===== src/rtl/cdec8_pkg.sv =====
// Shared types and encodings for the CDEC8 control unit: state codes, XBUS field
// codes, ALU ops, the ctrl word layout and small decode helpers.
package cdec8_pkg;

  typedef enum logic [3:0] {
    StIdle = 4'd0,
    StF0   = 4'd1,
    StF1   = 4'd2,
    StF2   = 4'd3,
    StE0   = 4'd4,
    StE1   = 4'd5,
    StE2   = 4'd6,
    StE3   = 4'd7,
    StE4   = 4'd8,
    StHalt = 4'd9
  } state_e;

  // General registers A/B/C appear on the XBUS as {2'b00, reg_code}.
  localparam logic [3:0] XSRC_PC    = 4'b0000;
  localparam logic [3:0] XSRC_R     = 4'b0100;
  localparam logic [3:0] XSRC_RDR   = 4'b0101;
  localparam logic [3:0] XSRC_IPORT = 4'b1000;
  localparam logic [3:0] XSRC_NONE  = 4'b1111;

  localparam logic [3:0] XDST_PC    = 4'b0000;
  localparam logic [3:0] XDST_MAR   = 4'b0100;
  localparam logic [3:0] XDST_WDR   = 4'b0101;
  localparam logic [3:0] XDST_T     = 4'b0110;
  localparam logic [3:0] XDST_I     = 4'b0111;
  localparam logic [3:0] XDST_OPORT = 4'b1000;
  localparam logic [3:0] XDST_NONE  = 4'b1111;

  localparam logic [1:0] MMRW_NONE = 2'b00;
  localparam logic [1:0] MMRW_RD   = 2'b10;
  localparam logic [1:0] MMRW_WR   = 2'b01;

  localparam logic [3:0] OP_NOP = 4'h0;
  localparam logic [3:0] OP_HLT = 4'h1;
  localparam logic [3:0] OP_OUT = 4'h2;
  localparam logic [3:0] OP_IN  = 4'h3;
  localparam logic [3:0] OP_MOV = 4'h4;
  localparam logic [3:0] OP_LDI = 4'h5;
  localparam logic [3:0] OP_LD  = 4'h6;
  localparam logic [3:0] OP_ST  = 4'h7;
  localparam logic [3:0] OP_JMP = 4'h8;
  localparam logic [3:0] OP_JZ  = 4'h9;
  localparam logic [3:0] OP_JC  = 4'hA;
  localparam logic [3:0] OP_JS  = 4'hB;
  localparam logic [3:0] OP_ADD = 4'hC;
  localparam logic [3:0] OP_SUB = 4'hD;
  localparam logic [3:0] OP_AND = 4'hE;
  localparam logic [3:0] OP_OR  = 4'hF;

  localparam logic [4:0] ALU_NOP = 5'd0;
  localparam logic [4:0] ALU_ADD = 5'd1;
  localparam logic [4:0] ALU_SUB = 5'd2;
  localparam logic [4:0] ALU_AND = 5'd3;
  localparam logic [4:0] ALU_OR  = 5'd4;
  localparam logic [4:0] ALU_INC = 5'd5;

  typedef struct packed {
    logic [1:0] mmrw;
    logic       fwr;
    logic       rwr;
    logic [3:0] xdst;
    logic [4:0] aluop;
    logic [3:0] xsrc;
  } ctrl_t;

  localparam ctrl_t CTRL_NOP    = '{MMRW_NONE, 1'b0, 1'b0, XDST_NONE, ALU_NOP, XSRC_NONE};
  // First and second halves of a PC-addressed read (instruction or operand fetch).
  localparam ctrl_t CTRL_PC_INC = '{MMRW_NONE, 1'b0, 1'b1, XDST_MAR, ALU_INC, XSRC_PC};
  localparam ctrl_t CTRL_PC_RD  = '{MMRW_RD, 1'b0, 1'b0, XDST_PC, ALU_NOP, XSRC_R};

  function automatic ctrl_t ctrl_xfer(logic [3:0] src, logic [3:0] dst);
    ctrl_t c;
    c      = CTRL_NOP;
    c.xsrc = src;
    c.xdst = dst;
    return c;
  endfunction

  function automatic logic [4:0] alu_of(logic [3:0] op);
    case (op)
      OP_ADD:  return ALU_ADD;
      OP_SUB:  return ALU_SUB;
      OP_AND:  return ALU_AND;
      OP_OR:   return ALU_OR;
      default: return ALU_NOP;
    endcase
  endfunction

  // An instruction whose used register field is 00 degrades to a NOP.
  function automatic logic instr_legal(logic [7:0] i);
    logic rd_ok, rs_ok;
    rd_ok = (i[3:2] != 2'b00);
    rs_ok = (i[1:0] != 2'b00);
    case (i[7:4])
      OP_OUT:                                return rs_ok;
      OP_IN, OP_LDI, OP_LD, OP_ST:           return rd_ok;
      OP_MOV, OP_ADD, OP_SUB, OP_AND, OP_OR: return rd_ok & rs_ok;
      default:                               return 1'b1;
    endcase
  endfunction

  function automatic state_e last_exec_state(logic [7:0] i);
    if (!instr_legal(i)) return StE0;
    case (i[7:4])
      OP_LD, OP_ST: return StE4;
      OP_LDI, OP_JMP, OP_JZ, OP_JC, OP_JS,
      OP_ADD, OP_SUB, OP_AND, OP_OR: return StE2;
      default: return StE0;
    endcase
  endfunction

endpackage


===== src/rtl/cdec8_decode.sv =====
// Combinational ctrl-word decode from (state, instruction, flags).
module cdec8_decode
  import cdec8_pkg::*;
(
  input  logic [3:0]  st_i,
  input  logic [7:0]  instr_i,
  input  logic [2:0]  szcy_i,
  output logic [16:0] ctrl_o
);

  state_e     st;
  logic [3:0] op;
  logic [3:0] rd_code;
  logic [3:0] rs_code;
  logic       legal;
  logic       taken;
  ctrl_t      c;

  assign st      = state_e'(st_i);
  assign op      = instr_i[7:4];
  assign rd_code = {2'b00, instr_i[3:2]};
  assign rs_code = {2'b00, instr_i[1:0]};
  assign legal   = instr_legal(instr_i);
  assign ctrl_o  = c;

  // Branch condition select for JZ/JC/JS; flags are {S, Z, Cy}.
  always_comb begin
    case (op)
      OP_JZ:   taken = szcy_i[1];
      OP_JC:   taken = szcy_i[0];
      OP_JS:   taken = szcy_i[2];
      default: taken = 1'b0;
    endcase
  end

  // Per-state micro-op selection; anything not listed stays CTRL_NOP.
  always_comb begin
    c = CTRL_NOP;
    case (st)
      StF0: c = CTRL_PC_INC;
      StF1: c = CTRL_PC_RD;
      StF2: c = ctrl_xfer(XSRC_RDR, XDST_I);
      StE0: if (legal) begin
        case (op)
          OP_OUT: c = ctrl_xfer(rs_code, XDST_OPORT);
          OP_IN:  c = ctrl_xfer(XSRC_IPORT, rd_code);
          OP_MOV: c = ctrl_xfer(rs_code, rd_code);
          OP_LDI, OP_LD, OP_ST, OP_JMP, OP_JZ, OP_JC, OP_JS: c = CTRL_PC_INC;
          OP_ADD, OP_SUB, OP_AND, OP_OR: c = ctrl_xfer(rs_code, XDST_T);
          default: ;
        endcase
      end
      StE1: if (legal) begin
        case (op)
          OP_LDI, OP_LD, OP_ST, OP_JMP, OP_JZ, OP_JC, OP_JS: c = CTRL_PC_RD;
          OP_ADD, OP_SUB, OP_AND, OP_OR: begin
            c.xsrc  = rd_code;
            c.aluop = alu_of(op);
            c.rwr   = 1'b1;
            c.fwr   = 1'b1;
          end
          default: ;
        endcase
      end
      StE2: if (legal) begin
        case (op)
          OP_LDI:                        c = ctrl_xfer(XSRC_RDR, rd_code);
          OP_LD, OP_ST:                  c = ctrl_xfer(XSRC_RDR, XDST_MAR);
          OP_JMP:                        c = ctrl_xfer(XSRC_RDR, XDST_PC);
          OP_JZ, OP_JC, OP_JS:           if (taken) c = ctrl_xfer(XSRC_RDR, XDST_PC);
          OP_ADD, OP_SUB, OP_AND, OP_OR: c = ctrl_xfer(XSRC_R, rd_code);
          default: ;
        endcase
      end
      StE3: if (legal) begin
        case (op)
          OP_LD:   c.mmrw = MMRW_RD;
          OP_ST:   c = ctrl_xfer(rd_code, XDST_WDR);
          default: ;
        endcase
      end
      StE4: if (legal) begin
        case (op)
          OP_LD:   c = ctrl_xfer(XSRC_RDR, rd_code);
          OP_ST:   c.mmrw = MMRW_WR;
          default: ;
        endcase
      end
      default: ;
    endcase
  end

endmodule


===== src/rtl/cdec8_ctrl.sv =====
// CDEC8 hardwired control unit: fetch/execute state register and sequencing.
// Optional feature macro CDEC8_STEP_EN: run/step gating of instruction issue.
module cdec8_ctrl
  import cdec8_pkg::*;
(
  input  logic        clock,
  input  logic        reset,
  input  logic [7:0]  I,
  input  logic [2:0]  SZCy,
  input  logic        run,
  input  logic        step,
  output logic [16:0] ctrl,
  output logic [7:0]  state,
  output logic        halted,
  output logic        instr_done
);

  state_e      state_q, state_d;
  logic        last_cycle;
  logic        idle_go;
  state_e      after_instr;
  logic [16:0] dec_ctrl;

  cdec8_decode u_decode (
    .st_i    (state_q),
    .instr_i (I),
    .szcy_i  (SZCy),
    .ctrl_o  (dec_ctrl)
  );

`ifdef CDEC8_STEP_EN
  assign idle_go     = run | step;
  assign after_instr = run ? StF0 : StIdle;
`else
  logic unused_run_step;
  assign unused_run_step = run ^ step;
  assign idle_go         = 1'b1;
  assign after_instr     = StF0;
`endif

  // last_exec_state only ever returns an E-state, so equality implies execute phase.
  assign last_cycle = (state_q == last_exec_state(I));

  // Next-state sequencing through fetch and the instruction's execute states.
  always_comb begin
    state_d = state_q;
    case (state_q)
      StIdle: state_d = idle_go ? StF0 : StIdle;
      StF0:   state_d = StF1;
      StF1:   state_d = StF2;
      StF2:   state_d = StE0;
      StE0:   state_d = !last_cycle ? StE1 : (I[7:4] == OP_HLT) ? StHalt : after_instr;
      StE1:   state_d = last_cycle ? after_instr : StE2;
      StE2:   state_d = last_cycle ? after_instr : StE3;
      StE3:   state_d = last_cycle ? after_instr : StE4;
      StE4:   state_d = after_instr;
      StHalt: state_d = StHalt;
      default: state_d = StIdle;
    endcase
  end

  // State register with synchronous reset.
  always_ff @(posedge clock) begin
    if (reset) state_q <= StIdle;
    else       state_q <= state_d;
  end

  assign ctrl       = reset ? CTRL_NOP : dec_ctrl;
  assign state      = {4'h0, state_q};
  assign halted     = (state_q == StHalt);
  assign instr_done = last_cycle & ~reset;

endmodule


===== config.mk =====
export PLATFORM = sky130hd
export DESIGN_NAME = cdec8_ctrl
export DESIGN_NICKNAME = d
export VERILOG_FILES = /design/src/rtl/cdec8_pkg.sv /design/src/rtl/cdec8_decode.sv /design/src/rtl/cdec8_ctrl.sv
export SDC_FILE = /design/constraint.sdc
export NUM_CORES = 1
export LEC_CHECK = 0
export ABC_AREA = 1
export CAP_MARGIN = 25
export CORE_MARGIN = 2
export CORE_UTILIZATION = 46
export CTS_CLUSTER_DIAMETER = 30
export CTS_CLUSTER_SIZE = 14
export DETAILED_ROUTE_END_ITERATION = 10
export GPL_ROUTABILITY_DRIVEN = 0
export PLACE_DENSITY_LB_ADDON = 0.12
export REMOVE_ABC_BUFFERS = 1
export SLEW_MARGIN = 40
export SYNTH_ARGS = -nofsm -noshare
export SYNTH_HDL_FRONTEND = slang
export SYNTH_SLANG_ARGS = --single-unit

===== constraint.sdc =====
create_clock -name clock -period 3.4 [get_ports clock]
set_clock_uncertainty 0.05 [all_clocks]
set_input_delay 0.85 -clock clock [delete_from_list [all_inputs] [get_ports clock]]
set_output_delay 0.85 -clock clock [all_outputs]
set_load 0.02 [all_outputs]

==> results of run 1 <==
[metal layers]
layer	up-vias	share of wire	track usage
li1	740	-	-
met1	639	0.43	0.365
met2	87	0.48	0.500
met3	4	0.082	0.0268
met4	0	0.0076	0.0901
met5	-	0	0
[what timing repair did]
action | 4_1_cts | 5_1_grt
pin swaps | 6 | 7
endpoints found under the setup margin | 16 | 16
gates resized for setup | 60 | 27
cloned | 0 | 0
buffers inserted | 1 | 0
[power by group through the flow]
stage,clock network [uW],registers (uW),logic (uW)
final,55.8,55.9,207
after global routing,62.1,56.7,224
after detailed placement,0,56.4,207
after global placement,0,56.2,204
after CTS,59.6,55.8,201
after floorplan,0,58.8,101
[placed cells by master (no fill, tap or decap), types with 2 or more instances in the layout]
master / n
sky130_fd_sc_hd__nand2_4: 2
sky130_fd_sc_hd__nand4_1: 7
sky130_fd_sc_hd__nor2_2: 5
sky130_fd_sc_hd__conb_1: 6
sky130_fd_sc_hd__nand2_1: 46
sky130_fd_sc_hd__inv_1: 21
sky130_fd_sc_hd__o21ai_1: 5
sky130_fd_sc_hd__nand2_2: 8
sky130_fd_sc_hd__nor2_1: 17
sky130_fd_sc_hd__o21ai_0: 7
sky130_fd_sc_hd__nand3_1: 17
sky130_fd_sc_hd__buf_2: 7
sky130_fd_sc_hd__nor2_4: 2
sky130_fd_sc_hd__nor3_1: 4
sky130_fd_sc_hd__clkbuf_2: 6
sky130_fd_sc_hd__dfxtp_1: 4
sky130_fd_sc_hd__dlygate4sd2_1: 6
sky130_fd_sc_hd__buf_4: 38
sky130_fd_sc_hd__inv_2: 9
sky130_fd_sc_hd__clkdlybuf4s50_1: 9
sky130_fd_sc_hd__o21ai_2: 2
sky130_fd_sc_hd__clkbuf_4: 3
sky130_fd_sc_hd__a21oi_1: 7
[cell type report]
| cell class | count | share of cell area |
|---|---|---|
| sequential | 4 | 0.0517 |
| timing repair buffer | 69 | 0.340 |
| tap | 27 | 0.0218 |
| multi-input combinational | 147 | 0.495 |
| inverter | 31 | 0.0768 |
| clock buffer | 3 | 0.0146 |
[worst paths after layout]
kind | depth (start not counted) | end | start
worst max-delay path | 15 | ctrl[11] | I[4]
worst max register to register | 9 | state_q[1] | state_q[3]
worst min register to register | 1 | state_q[0] | state_q[0]
worst min-delay path | 1 | state_q[0] | state_q[0]
[cells by family after synthesis]
group / after synthesis / synth area share
other: 1 / 0.00379
DFF: 4 / 0.0809
and+or+nand+nor: 111 / 0.526
AOI/OAI and AO/OA: 30 / 0.188
buffers and inverters: 41 / 0.201
[stage by stage]
stage	hold WS [ps]	util	setup TNS [ps]	total power [uW]
2_1_floorplan	594	-	0	160
3_3_place_gp	521	0.776	-8420	261
3_5_place_dp	532	0.776	-9040	264
4_1_cts	539	0.783	-6.76	316
5_1_grt	596	0.773	-0.120	343
6_report	538	0.773	0	319
==> impl_metrics.csv, run 1 <==
group,metric,value,unit
clocking,tritoncts,"yes",
flow_run,timing.max_cap.violations,0,
routing,vias,1470,
sta,finalSetupViolCount,0,
status,status,"complete, no violations",
synthesis,synth_ff_type,"sky130_fd_sc_hd__dfxtp_1",
clocking,clkSinkCount,4,
synthesis,synth_most_common_cell,"sky130_fd_sc_hd__nand2_1",
global_routing,total_congestion_overflow,0,
final_layout,layout-drive-gt1-share,0.346,
sta,fin_crit,3250,ps
setup_path,crit_path_cell_trace,"buf_2 > inv_1 > nand2_1 > nand3_1 > nand2_1 > nand2_2 > nand3_4 > nand2_4 > inv_4 > nand2_2 > nand2_1 > nand2_1 > nor2_2 > nand4_1 > buf_4",
power_and_ir_drop,seq_power_share,0.175,
floorplan,initial_utilization,0.494,
placed_design,buffer_ports.inserted,33,
global_routing,grt_pass1_wl,5710,microns
final_layout,layout_top_registers,"state_q (4)",
setup_path,timing_worst_setup_path_type,"in -> out",
power_and_ir_drop,power.switching_fraction,0.447,
setup_path,cp-start-kind,"primary input",
power_and_ir_drop,power.leakage,0.000838,uW
setup_path,required,2500,ps
sta,final_slew_viol_count,0,
routing,drtIter0Drc,83,
clocking,clk_pin_slew_worst_paths,30,ps
power_and_ir_drop,power.switching,143,uW
setup_path,cp-end-kind,"primary output",
final_layout,filler_cell_count,173,
power_and_ir_drop,power.density_cell_area,206,mW/mm^2
routing,drt-wirelength-per-cell,12.3,microns
final_layout,registers.top_by_ff_count,"state_q",
power_and_ir_drop,clkPwrFrac,0.175,
synthesis,netlist.area_leader.share,0.186,
setup_path,cp.arrival,2350,ps
setup_path,timing.critical_path.max_delay_family,"simple AND/OR/NAND/NOR gates",
floorplan,die_height,50.4,microns
sta,final_period_utilization,0.957,
power_and_ir_drop,cell_internal_power_dissipation,176,uW
synthesis,post_synth_most_frequent_cells,"49 x sky130_fd_sc_hd__nand2_1, 23 x sky130_fd_sc_hd__inv_1, 18 x sky130_fd_sc_hd__nand3_1, 18 x sky130_fd_sc_hd__nor2_1, 9 x sky130_fd_sc_hd__o21ai_0",
setup_path,critical-path-top-cell-by-count,"sky130_fd_sc_hd__nand2_1",
final_layout,layout.nets,271,
synthesis,synth-edff-count,0,
placed_design,placement.cell_area,0.00155,sq mm
floorplan,placementRows,16,
routing,route.antenna.remaining_nets,0,
final_layout,flow.area_growth_from_synthesis,56.4,%
final_layout,final_cell_area,0.00155,sq mm
clocking,hold_buffers,0,
synthesis,post_synth.cell_area_avg,5.29,sq um
synthesis,synth-warning-count,0,
global_routing,track_usage,0.285,
setup_path,setup.reg_to_reg.worst_slack,1990,ps
routing,detail_route.wirelength,3440,microns
power_and_ir_drop,pwr-share-comb,0.649,
clocking,tritoncts.num_buffers,3,
floorplan,fp.dieW,50.4,microns
final_layout,largest_register_ff_count,4,
final_layout,finish.cell_count_without_fillers,281,
floorplan,count_of_boundary_i_o_pins,42,
final_layout,final-seq-area,80.1,sq um
routing,drtPass1Iterations,5,
final_layout,antenna-diode-count,0,
global_routing,first_global_vias,1300,
setup_path,crit_path_top_delay_cell,"sky130_fd_sc_hd__buf_2",
clocking,cts_max_level,1,
placed_design,place.detailed.instances,277,
synthesis,ys_async_sr_fraction,0,
final_layout,multiInputGateArea,766,sq um
sta,timing_hold_violations_final,0,
synthesis,synth.largest_area_cell,"sky130_fd_sc_hd__nand2_1",
clocking,clock_tree.root_cell,"sky130_fd_sc_hd__clkbuf_4",
placed_design,worst_setup_timing_slack_at_the_placement_stage,-656,ps
floorplan,core,0.00200,sq mm
clocking,clock_latency,230,ps
synthesis,mappedNetlistArea,990,sq um
global_routing,antenna_found_initial,0,
global_routing,grt_max_degree,10,
setup_path,timing.critical_path.buf_inv,4,
synthesis,synthTopCellsByArea,"sky130_fd_sc_hd__nand2_1 19%, sky130_fd_sc_hd__nand3_1 9.1%, sky130_fd_sc_hd__inv_1 8.7%",
synthesis,synth.yosys.seq_area_share,0.0809,
setup_path,crit_path_max_incr_delay,190,ps
sta,postLayoutSetupSlackWorst,145,ps
power_and_ir_drop,ir_drop,0.275,mV
routing,drcViolationCount,0,
placed_design,dp.final_hpwl,2720,microns
routing,route.detailed.vias_per_inst,5.23,
sta,fmaxAchievable,307,MHz
hold_path,timing.hold.worst.class,"reg -> reg",
setup_path,worst-path-max-fanout,7,
synthesis,cell_variety_after_synth,30,
synthesis,synthesis.instances,187,
floorplan,die-area,0.00254,sq mm
synthesis,synth_seq_cells,4,
clocking,cts.path.max_buffers,2,
(Power assumes the default switching activity.)
==> run 2, diff against run 1 <==
--- a/config.mk
+++ b/config.mk
@@ -7,7 +7,6 @@
 export LEC_CHECK = 0
 export ABC_AREA = 1
 export CAP_MARGIN = 25
-export CORE_MARGIN = 2
 export CORE_UTILIZATION = 46
 export CTS_CLUSTER_DIAMETER = 30
 export CTS_CLUSTER_SIZE = 14
==> run 2 against run 1 <==
Against the previous run:
- clock-buffer cell count stayed put
- die area down 7.8%
- critical path type unchanged
- register-to-register slack got worse by 70 ps
==> impl_metrics.csv, run 2 (synthesis gave the netlist of run 1 again) <==
group,metric,value,unit
floorplan,die-area,0.00234,sq mm
final_layout,flow.area_growth_from_synthesis,60.2,%
setup_path,worstSetupEndpoint,"ctrl[2]",
sta,fmaxAchievable,303,MHz
clocking,cts.path.max_buffers,2,
sta,fin_crit,3300,ps
setup_path,startpoint,"reset",
clocking,clock_latency,230,ps
power_and_ir_drop,pwr-share-comb,0.643,
clocking,tritoncts,"yes",
setup_path,reg2reg_to,"state_q[3]",
placed_design,dp.final_hpwl,2740,microns
final_layout,final_cell_area,0.00159,sq mm
final_layout,largest_register_ff_count,4,
power_and_ir_drop,power.density_cell_area,201,mW/mm^2
power_and_ir_drop,design_power_total,318,uW
power_and_ir_drop,clkPwrFrac,0.181,
floorplan,fp.dieW,48.4,microns
global_routing,first_global_vias,1369,
setup_path,worst-path-max-fanout,4,
power_and_ir_drop,seq_power_share,0.176,
routing,drt-wirelength-per-cell,12.4,microns
final_layout,layout.nets,271,
final_layout,layout_top_registers,"state_q (4)",
clocking,cts_max_level,1,
power_and_ir_drop,power.leakage,0.000855,uW
final_layout,layout.cells.most_common,"sky130_fd_sc_hd__nand2_1",
final_layout,antenna-diode-count,0,
placed_design,placement.cell_area,0.00155,sq mm
setup_path,timing_worst_setup_path_type,"in -> out",
power_and_ir_drop,power.switching,144,uW
global_routing,grt_pass1_wl,5560,microns
setup_path,timing.rr.start,"state_q[3]",
setup_path,cp-end-kind,"primary output",
global_routing,antenna_found_initial,0,
power_and_ir_drop,ir_drop,0.231,mV
routing,detail_route.wirelength,3480,microns
setup_path,required,2500,ps
global_routing,track_usage,0.295,
setup_path,cp-start-kind,"primary input",
routing,drtIter0Drc,78,
floorplan,count_of_boundary_i_o_pins,42,
setup_path,cp.arrival,2400,ps
setup_path,rr_worst_depth,7,
hold_path,hold-path-cell-count,1,
sta,timing_hold_violations_final,0,
floorplan,initial_utilization,0.494,
sta,worstMarginPinSlew,540,ps
routing,drtPass1Iterations,4,
flow_run,timing.max_cap.violations,0,
sta,unrepaired_setup_endpoints_after_global_routing,"no",
global_routing,total_congestion_overflow,0,
power_and_ir_drop,power.switching_fraction,0.453,
global_routing,grt_max_degree,10,
power_and_ir_drop,cell_internal_power_dissipation,174,uW
clocking,clk_pin_slew_worst_paths,30,ps
floorplan,die_height,48.4,microns
routing,route.detailed.vias_per_inst,5.22,
final_layout,layout-drive-gt1-share,0.358,
hold_path,timing.hold.worst.class,"reg -> reg",
sta,finalSetupViolCount,0,
setup_path,setup.reg_to_reg.worst_slack,1920,ps
routing,vias,1466,
floorplan,placementRows,16,
routing,drcViolationCount,0,
clocking,tritoncts.num_buffers,3,
sta,final_slew_viol_count,0,
clocking,clock_tree.root_cell,"sky130_fd_sc_hd__clkbuf_4",
status,status,"complete, no violations",
placed_design,buffer_ports.inserted,33,
final_layout,leading_cell_types_in_the_layout_fill_and_taps_excluded,"45 x sky130_fd_sc_hd__nand2_1, 38 x sky130_fd_sc_hd__buf_4, 21 x sky130_fd_sc_hd__inv_1",
final_layout,registers.top_by_ff_count,"state_q",
clocking,clkSinkCount,4,
routing,route.antenna.remaining_nets,0,
sta,maxSlewHeadroom,0.630,
sta,final_period_utilization,0.971,
floorplan,core,0.00200,sq mm
[run 2: timing repair]
item	CTS	global route
resized for setup	67	20
hold buffers	0	0
endpoints found under the setup margin	16	15
pin swaps	3	7
setup buffers	1	0
[run 2: worst min-delay path by stage]
stage,to,startpoint
finish,state_q[0],state_q[0]
global route,state_q[0],state_q[0]
CTS,state_q[0],state_q[0]
detailed placement,state_q[0],state_q[0]
global placement,state_q[0],state_q[0]
floorplan,state_q[0],state_q[3]
[run 2: final cells by class]
type / count / area, sq um
Timing Repair Buffer: 69 / 544
Tap cell: 27 / 33.8
Clock buffer: 3 / 22.5
Fill cell: 162 / 417
Sequential cell: 4 / 80.1
Multi-Input combinational cell: 147 / 788
Inverter: 31 / 116
[run 2: power groups by stage]
stage               clock network [uW]  logic [uW]  registers (uW)
finish                            57.5         205            56.0
detailed placement                   0         207            56.4
CTS                               61.8         200            55.7
global placement                     0         204            56.3
global route                      65.3         221            56.7
floorplan                            0         101            58.8
[run 2: per-stage QoR]
step / cells / hold WS, ps / setup WS [ps] / util / setup TNS [ps]
floorplan: 182 / 594 / 506 / - / 0
global placement: 277 / 521 / -588 / 0.776 / -8390
detailed placement: 277 / 525 / -652 / 0.776 / -9210
CTS: 281 / 530 / -46.9 / 0.786 / -48.9
global route: 281 / 586 / 7.61 / 0.792 / 0
finish: 281 / 533 / 100 / 0.792 / 0
[run 2: routing by layer]
layer | GRT usage | vias to the layer above | wire [microns]
met2 | 0.533 | 66 | 1750
met5 | 0 | - | 0
li1 | - | 734 | -
met1 | 0.358 | 656 | 1470
met4 | 0.108 | 0 | 57
met3 | 0.0314 | 10 | 202
[run 2: critical path, cell delays in order]
cell and delay (ps):
sky130_fd_sc_hd__clkdlybuf4s50_1 470, sky130_fd_sc_hd__a2111oi_0 550, sky130_fd_sc_hd__nand4_1 220, sky130_fd_sc_hd__clkdlybuf4s15_2 310
==> run 3, diff against run 2 <==
--- a/config.mk
+++ b/config.mk
@@ -12,7 +12,8 @@
 export CTS_CLUSTER_SIZE = 14
 export DETAILED_ROUTE_END_ITERATION = 10
 export GPL_ROUTABILITY_DRIVEN = 0
-export PLACE_DENSITY_LB_ADDON = 0.12
+export MAX_ROUTING_LAYER = met4
+export PLACE_DENSITY = 0.88
 export REMOVE_ABC_BUFFERS = 1
 export SLEW_MARGIN = 40
 export SYNTH_ARGS = -nofsm -noshare
==> run 3 against run 2 <==
Against the previous run:
- non-clock buffer count fell by 1
- register-to-register slack improved by 70 ps
- core utilization fell by 0.56 points
- largest cell class unchanged
- largest power group unchanged
- highest routed layer unchanged
==> impl_metrics.csv, run 3 (synthesis gave the netlist of run 1 again) <==
group,metric,value,unit
setup_path,timing.critical_path.buf_inv,4,
final_layout,layout_top_registers,"state_q (4)",
floorplan,initial_utilization,0.494,
final_layout,largest_register_ff_count,4,
final_layout,layout.cells.most_common,"sky130_fd_sc_hd__nand2_1",
clocking,clock_latency,240,ps
setup_path,timing.critical_path.max_delay_family,"simple AND/OR/NAND/NOR gates",
final_layout,layout.nets,270,
power_and_ir_drop,power.density_cell_area,208,mW/mm^2
final_layout,antenna-diode-count,0,
global_routing,antenna_found_initial,0,
clocking,clock_tree.root_cell,"sky130_fd_sc_hd__clkbuf_4",
global_routing,total_congestion_overflow,0,
routing,drtIter0Drc,93,
setup_path,crit_path_cell_trace,"clkbuf_2 > inv_1 > nand2_1 > nand3_1 > nand2_1 > nand2_2 > nand3_4 > nand2_4 > inv_2 > nand2_2 > nand2_4 > nand2_2 > a21oi_1 > nand2_1 > buf_2",
floorplan,core,0.00200,sq mm
floorplan,die_height,48.4,microns
global_routing,first_global_vias,1310,
setup_path,timing_worst_setup_path_type,"in -> out",
sta,final_period_utilization,0.960,
status,status,"complete, no violations",
final_layout,multiInputGateArea,788,sq um
setup_path,crit_path_top_delay_cell,"sky130_fd_sc_hd__a21oi_1",
final_layout,finish.cell_count_without_fillers,280,
routing,vias,1575,
final_layout,leading_cell_types_in_the_layout_fill_and_taps_excluded,"44 x sky130_fd_sc_hd__nand2_1, 37 x sky130_fd_sc_hd__buf_4, 21 x sky130_fd_sc_hd__inv_1",
sta,fin_crit,3270,ps
clocking,cts_max_level,1,
global_routing,grt_pass1_wl,5620,microns
setup_path,crit_path_max_incr_delay,160,ps
setup_path,required,2500,ps
sta,final_slew_viol_count,0,
sta,finalSetupViolCount,0,
placed_design,dp.final_hpwl,2730,microns
setup_path,cp-end-kind,"primary output",
floorplan,count_of_boundary_i_o_pins,42,
setup_path,worst-path-max-fanout,6,
routing,detail_route.wirelength,3910,microns
hold_path,timing.hold.worst.class,"reg -> reg",
sta,unrepaired_setup_endpoints_after_global_routing,"no",
clocking,hold_buffers,0,
placed_design,place.detailed.instances,275,
setup_path,cp-start-kind,"primary input",
global_routing,track_usage,0.312,
floorplan,fp.dieW,48.4,microns
setup_path,cp.arrival,2370,ps
final_layout,final-seq-area,80.1,sq um
flow_run,timing.max_cap.violations,0,
sta,fmaxAchievable,306,MHz
clocking,tritoncts.num_buffers,3,
sta,timing_hold_violations_final,0,
routing,route.antenna.remaining_nets,0,
power_and_ir_drop,power.leakage,0.000870,uW
placed_design,buffer_ports.inserted,33,
power_and_ir_drop,ir_drop,0.244,mV
clocking,clk_pin_slew_worst_paths,40,ps
global_routing,grt_max_degree,10,
final_layout,flow.area_growth_from_synthesis,59.0,%
routing,drt-wirelength-per-cell,14.0,microns
sta,finalHoldWorstSlack,514,ps
floorplan,die-area,0.00234,sq mm
floorplan,placementRows,16,
clocking,cts.path.max_buffers,2,
clocking,clkSinkCount,4,
routing,drtPass1Iterations,5,
final_layout,registers.top_by_ff_count,"state_q",
routing,drcViolationCount,0,
final_layout,layout-drive-gt1-share,0.356,
clocking,tritoncts,"yes",
routing,route.detailed.vias_per_inst,5.63,
final_layout,filler_cell_count,152,
-- run 3: cell count changes in the layout (fill, tap and decap cells not counted), sizes merged --
| cell | delta |
|---|---|
| dlygate4sd2 | -2 |
| buf | +1 |
| clkdlybuf4s15 | -3 |
| dlymetal6s2s | +2 |
| clkbuf | +1 |
-- run 3: tightest hold or removal path, cell delays in order (launching register included) --
cell	delay (ps)
sky130_fd_sc_hd__dfxtp_1	310
sky130_fd_sc_hd__inv_2	120
sky130_fd_sc_hd__a211oi_1	80
-- run 3: worst paths after layout --
check             start          to  slack [ps]  cells after the start
min          state_q[3]  state_q[0]         510                      2
max                I[4]    ctrl[12]         130                     15
min reg2reg  state_q[3]  state_q[0]         510                      2
max reg2reg  state_q[2]  state_q[1]        1990                      6
-- run 3: stage by stage --
stage	area, sq um	setup slack, ps	power (uW)	TNS [ps]	utilization
after global placement	1540	-573	256	-8020	0.768
after global routing	1570	8.95	353	0	0.786
after detailed placement	1540	-597	259	-8230	0.768
after floorplan	926	506	160	0	-
final	1570	135	327	0	0.786
after CTS	1540	-23.0	312	-31.7	0.771
-- run 3: layer usage --
layer  up-vias  track usage  wire length, microns
li1        733            -                     -
met1       700        0.380                  1450
met2       122        0.498                  1870
met3        20       0.0723                   441
met4         0        0.123                   157
met5         -            -                     0
-- run 3: area by class of cell --
class	instances	share of cell area
well taps	27	0.0215
flip-flops and latches	4	0.0509
repair buffers	68	0.337
clock buffers	3	0.0143
inverters	31	0.0755
multi-input cells	147	0.501
-- run 3: where the power goes --
group	internal [uW]	switching (uW)
Combinational	85.4	125
Sequential	50.2	5.98
Clock	39.5	20.4
-- run 3: timing repair --
item	4_1_cts	5_1_grt
setup buffers	1	1
setup endpoints to repair	16	16
gates resized for setup	63	28
pin swaps	4	10
